## config.mk

```make
export PLATFORM = sky130hd
export DESIGN_NAME = freq_meter
export DESIGN_NICKNAME = d
export VERILOG_FILES = /design/src/rtl/freq_meter.sv
export SDC_FILE = /design/constraint.sdc
export NUM_CORES = 1
export LEC_CHECK = 0
export ABC_CLOCK_PERIOD_IN_PS = 5090
export CAP_MARGIN = 20
export CELL_PAD_IN_SITES_DETAIL_PLACEMENT = 2
export CELL_PAD_IN_SITES_GLOBAL_PLACEMENT = 2
export CORE_UTILIZATION = 29
export CTS_CLUSTER_DIAMETER = 50
export DETAILED_ROUTE_END_ITERATION = 6
export PLACE_DENSITY_LB_ADDON = 0.1
export SYNTH_ARGS = -nofsm -noshare
export SYNTH_HDL_FRONTEND = slang
export SYNTH_SLANG_ARGS = --single-unit
```

## constraint.sdc

```tcl
create_clock -name clk -period 5.09 [get_ports clk]
set_clock_uncertainty 0.2 [all_clocks]
set_input_delay 1.527 -clock clk [delete_from_list [all_inputs] [get_ports clk]]
set_output_delay 1.527 -clock clk [all_outputs]
set_load 0.005 [all_outputs]
```

## src/rtl/freq_meter.sv

```systemverilog
// -----------------------------------------------------------------------------
// freq_meter
//   Measures a slow square wave (for example a divided clock or an external
//   pulse train) against the system clock. It reports two results:
//     * frequency: rising edges counted over a fixed gate window of GATE clks
//     * period:    clk cycles between the two most recent rising edges
//
// Ports
//   clk          system clock, all logic on posedge
//   rst_n        asynchronous active-low reset
//   sig_in       signal under measurement, asynchronous to clk
//   enable       high = measure; low = abort any measurement and idle
//   freq         edges counted in the last completed gate window
//   freq_valid   one-cycle pulse when freq updates
//   period       clk cycles between the last two rising edges
//   period_valid one-cycle pulse when period updates
//   overflow     the value reported with the last valid pulse was saturated
//   busy         high while a gate window is in progress (enable, registered)
//
// Parameters
//   GATE   gate window length in clk cycles (must be >= 2)
//   CNT_W  width of freq/period results and of the edge/period counters
// -----------------------------------------------------------------------------
module freq_meter #(
  parameter int GATE  = 100_000_000,
  parameter int CNT_W = 32
) (
  input  logic             clk,
  input  logic             rst_n,
  input  logic             sig_in,
  input  logic             enable,
  output logic [CNT_W-1:0] freq,
  output logic             freq_valid,
  output logic [CNT_W-1:0] period,
  output logic             period_valid,
  output logic             overflow,
  output logic             busy
);

  // The gate counter only has to reach GATE-1, so it is sized from GATE
  // rather than CNT_W; a small CNT_W must not shorten the window.
  localparam int              GW        = $clog2(GATE);
  localparam logic [GW-1:0]   GATE_LAST = GW'(GATE - 1);
  localparam logic [CNT_W-1:0] CNT_ONE  = CNT_W'(1);

  typedef enum logic [1:0] {
    P_IDLE,
    P_ARM,
    P_MEAS
  } pstate_t;

  // Saturating increment: holds at all-ones instead of wrapping.
  function automatic logic [CNT_W-1:0] sat_inc(input logic [CNT_W-1:0] v);
    return (&v) ? v : v + CNT_ONE;
  endfunction

  // ---------------------------------------------------------------------------
  // Input path: 2-flop synchronizer followed by an edge detector.
  // ---------------------------------------------------------------------------
  logic sync_d;
  logic sync_q;
  logic prev_q;
  logic rise;

  always_ff @(posedge clk or negedge rst_n) begin
    if (!rst_n) begin
      sync_d <= 1'b0;
      sync_q <= 1'b0;
      prev_q <= 1'b0;
    end else begin
      sync_d <= sig_in;
      sync_q <= sync_d;
      prev_q <= sync_q;
    end
  end

  assign rise = sync_q & ~prev_q;

  // ---------------------------------------------------------------------------
  // Gate window and edge counter.
  // ---------------------------------------------------------------------------
  logic [GW-1:0]    gate_cnt;
  logic [CNT_W-1:0] edge_cnt;
  logic [CNT_W-1:0] edge_next;
  logic             gate_done;

  // edge_next already folds in this cycle's rise, so an edge landing in the
  // terminal cycle is reported with the window that is closing.
  assign edge_next = rise ? sat_inc(edge_cnt) : edge_cnt;
  assign gate_done = enable && (gate_cnt == GATE_LAST);

  // ---------------------------------------------------------------------------
  // Period FSM (state register + combinational next state).
  // ---------------------------------------------------------------------------
  pstate_t          state;
  pstate_t          state_next;
  logic [CNT_W-1:0] period_cnt;
  logic [CNT_W-1:0] period_cnt_next;
  logic             period_done;

  always_comb begin
    state_next      = state;
    period_cnt_next = period_cnt;
    period_done     = 1'b0;
    if (!enable) begin
      state_next      = P_IDLE;
      period_cnt_next = '0;
    end else begin
      unique case (state)
        P_IDLE: begin
          state_next      = P_ARM;
          period_cnt_next = '0;
        end
        P_ARM: begin
          if (rise) begin
            state_next      = P_MEAS;
            period_cnt_next = CNT_ONE;
          end
        end
        P_MEAS: begin
          if (rise) begin
            // period_cnt already counts the current cycle, so it equals the
            // edge-to-edge distance; restart at 1 for the same reason.
            period_done     = 1'b1;
            period_cnt_next = CNT_ONE;
          end else begin
            period_cnt_next = sat_inc(period_cnt);
          end
        end
        default: begin
          state_next      = P_IDLE;
          period_cnt_next = '0;
        end
      endcase
    end
  end

  always_ff @(posedge clk or negedge rst_n) begin
    if (!rst_n) begin
      state      <= P_IDLE;
      period_cnt <= '0;
    end else begin
      state      <= state_next;
      period_cnt <= period_cnt_next;
    end
  end

  // ---------------------------------------------------------------------------
  // Gate counter, results and flags.
  // ---------------------------------------------------------------------------
  always_ff @(posedge clk or negedge rst_n) begin
    if (!rst_n) begin
      gate_cnt     <= '0;
      edge_cnt     <= '0;
      freq         <= '0;
      freq_valid   <= 1'b0;
      period       <= '0;
      period_valid <= 1'b0;
      overflow     <= 1'b0;
      busy         <= 1'b0;
    end else begin
      freq_valid   <= 1'b0;
      period_valid <= 1'b0;
      busy         <= enable;

      if (!enable) begin
        // Abort: discard the partial window, results keep their last values.
        gate_cnt <= '0;
        edge_cnt <= '0;
      end else if (gate_done) begin
        // Next window starts right away; no dead cycle between windows.
        gate_cnt   <= '0;
        edge_cnt   <= '0;
        freq       <= edge_next;
        freq_valid <= 1'b1;
      end else begin
        gate_cnt <= gate_cnt + 1'b1;
        edge_cnt <= edge_next;
      end

      if (period_done) begin
        period       <= period_cnt;
        period_valid <= 1'b1;
      end

      // A result sitting at all-ones is treated as saturated. When both
      // results land in the same cycle, either one saturating sets the flag.
      if (gate_done || period_done) begin
        overflow <= (gate_done && (&edge_next)) || (period_done && (&period_cnt));
      end
    end
  end

endmodule
```

==> results.md <==
- Outcome: finished, violations left
- Failing checks: design-rule violations
- Top cells by area, synth: dfrtp_1 (53%), nor2_1 (4.7%), o21ai_0 (4.5%), mux2_2 (4.5%), nand2_1 (3.7%)
- Vias/cell: 5.242
- Nets: 862
- Tmin final: 3.887 ns
- Critical path's slowest cell: clkdlybuf4s50_1
- TritonCTS Buffers: 17
- Mapped Nets: 801
- Total gr overflow: 0
- CTS sink cnt: 164
- Cell Area, Synth: 0.007755 mm^2
- Starting density of the core: 29.68%
- CTS resizes: 0
- Diode count: 0
- YS warnings: 0
- Synth cell count leaders: dfrtp_1 (164), nor2_1 (98), nand2_1 (76), o21ai_0 (70), nand3_1 (44)
- Max-slew violation count: 0
- Post-synth top area share: 52.92%
- Fin crit share: 76.36%
- Maxcap violations: 0
- Synth area leader: dfrtp_1
- Vias in the first global route: 6873
- GRT Total Usage: 17.83%
- Crit path top cell by count: nand4_1
- Critical Path Source Type: input pin
- Post-CTS Hold Fix Bufs: 0
- CP endpoint kind: flip-flop
- Top FF cell, synth: dfrtp_1
- Normalized max-slew margin: 38.87%
- Lkg Pwr: 0.003863 uW
- Die Wd: 165.5 um
- RSZ-0062 raised after global routing: no
- # fillers: 2864
- Routed WL: 22960 um
- Final setup vio count: 0
- Largest net degree at the start of global routing: 98
- Site row count: 59
- Clock slew at reported path FFs: 0.07 ns
- Max Freq: 257.3 MHz
- Area Growth Syn to Fin: 21.36%
- Top delay family on crit path: simple AND/OR/NAND/NOR gates
- First-pass DRT Iterations: 6
- Post-synthesis cell type count: 45
- Crit path buf inv count: 2
- Post-CTS Setup Bufs: 0
- R2r setup slk: 1.44 ns
- Worst path cell trace: clkdlybuf4s50_1 -> nand4_1 -> nor4b_1 -> buf_4 -> nand4_1 -> a2111o_1 -> nor4_1 -> nand4_1 -> o21ai_1
- Peak supply drop: 0.1450 mV
- Post-Syn Instances: 790
- First-pass GRT wire length: 37860 um
- Post-route ant nets: 0
- Initial drt markers: 245
- Worst hold path class: reg2reg
- Crit path required time: 5.24 ns
- Hold Vio Cnt, Final: 0
- Die area: 0.02740 mm^2
- Async S/R FF share, synth: 100.0%
- DR vias: 6285
- Min Hold Slack: 0.1751 ns
- Avg WL per Cell: 19.15 um
- PwrDens: 301.3 mW/mm^2
- Clock tree buffer depth: 2
- EDFF count, synth: 0
- Synthesized area per cell: 9.816 um^2
- DP HPWL: 16110 um
- Total core area: 0.02613 mm^2
- CTS tree: done
- Crit path largest cell delay: 0.77 ns
- Share of post-route cells with drive strength above 1: 9.954%
- Io pins: 72
- Worst-Margin Slew: 0.9159 ns
- Register area share after synthesis: 52.92%
- Setup TNS: 0 ns
- CTS Root Cell: clkbuf_16
- Depth of the CTS H-tree: 4
- Gpl congestion: 0.8379
- Crit Path Max Fanout: 12
- Port Buffers: 71
- Skew-Pair Late Insertion Delay: 0.43 ns
- Most frequent cell after synthesis: dfrtp_1
- Seq cells post-synth: 164
- Die extent in y: 165.5 um
- WS Path Type: in2reg
- DRC violations left: 12
- Initial antenna violation count: 0
- Worst Path Arrival: 4.04 ns
## layout make-up
type / instances / area (um^2) / share of cell area (%)
inverter: 12 / 45.04 / 0.4786
tap: 335 / 419.2 / 4.454
clock buffer: 22 / 464.2 / 4.932
multi-input combinational: 572 / 3447 / 36.63
timing repair buffer: 84 / 809.5 / 8.601
clock inverter: 10 / 122.6 / 1.303
sequential: 164 / 4104 / 43.61
## kinds of logic after synthesis
family	count (synthesis)	synth area share, %
AOI/OAI and AO/OA	139	10.50
xor gates and xnor gates	51	5.760
adders and majority gates	7	1.129
buffers and inverters	54	2.711
DFF	164	52.92
muxes	33	4.760
and+or+nand+nor	342	22.22
## where the power goes
part           total (uW)  internal (uW)  switching [uW]
clock network        1310            755             560
registers            1330           1320            13.9
logic                 190           56.4             133
## worst paths after layout
path | from | endpoint | depth (start not counted)
setup reg to reg | period_cnt[0]$_DFFE_PN0P_ | period_cnt[20]$_DFFE_PN0P_ | 10
min in group asynchronous | rst_n | freq[22]$_DFFE_PN0P_ | 1
setup / recovery | enable | overflow$_DFFE_PN0P_ | 9
hold / removal | sync_d$_DFF_PN0_ | sync_q$_DFF_PN0_ | 0
max in group asynchronous | rst_n | state[1]$_DFFE_PN0P_ | 2
hold reg to reg | sync_d$_DFF_PN0_ | sync_q$_DFF_PN0_ | 0
## worst register-to-register path: stages (launching register included)
cell and delay (ns):
dfrtp_1 0.44, ha_1 0.28, nand4_1 0.12, nor4_1 0.05
buf_4 0.15, and4_1 0.34, and4_1 0.29, o21bai_1 0.53
nand2b_1 0.43, buf_4 0.34, o41ai_1 0.36
## stage by stage
step	area, um^2	utilization [%]	power (uW)	setup slack, ns	instances
floorplan	7755	-	1461	1.271	790
global placement	8825	33.77	1535	0.8346	1167
detailed placement	8825	33.77	1551	0.7578	1167
CTS	9412	36.01	2888	1.197	1199
global route	9412	36.01	2953	0.9113	1199
finish	9412	36.01	2836	1.203	1199
## sequential cells by signal, summed over array words and instances (netlist names)
signal	flops
busy	1
edge_cnt	32
freq	32
freq_valid	1
gate_cnt	27
overflow	1
period	32
period_cnt	32
period_valid	1
prev_q	1
state	2
sync_d	1
sync_q	1
## layout by cell type, fill, tap and decap left out, types with 15 or more instances in the layout
| cell type | instances |
|---|---|
| nand2_1 | 76 |
| nand4_1 | 25 |
| nor2_1 | 98 |
| nor3_1 | 15 |
| nor4_1 | 15 |
| o21ai_0 | 70 |
| a21oi_1 | 19 |
| xor2_1 | 23 |
| a31oi_1 | 15 |
| dfrtp_1 | 164 |
| clkbuf_16 | 17 |
| and3_1 | 15 |
| nand3_1 | 43 |
| xnor2_1 | 28 |
| clkdlybuf4s50_1 | 70 |
| o31ai_1 | 20 |
| mux2_2 | 31 |
## per-layer routing
layer  part of all wire (%)  up-vias  global-route usage [%]
met2                     49       90                   29.60
met3                    2.8       19                   3.322
li1                       -     2930                       -
met4                    1.1        0                   4.545
met1                     47     3246                   23.76
met5                      0        -                       0
(Power assumes the default switching activity.)
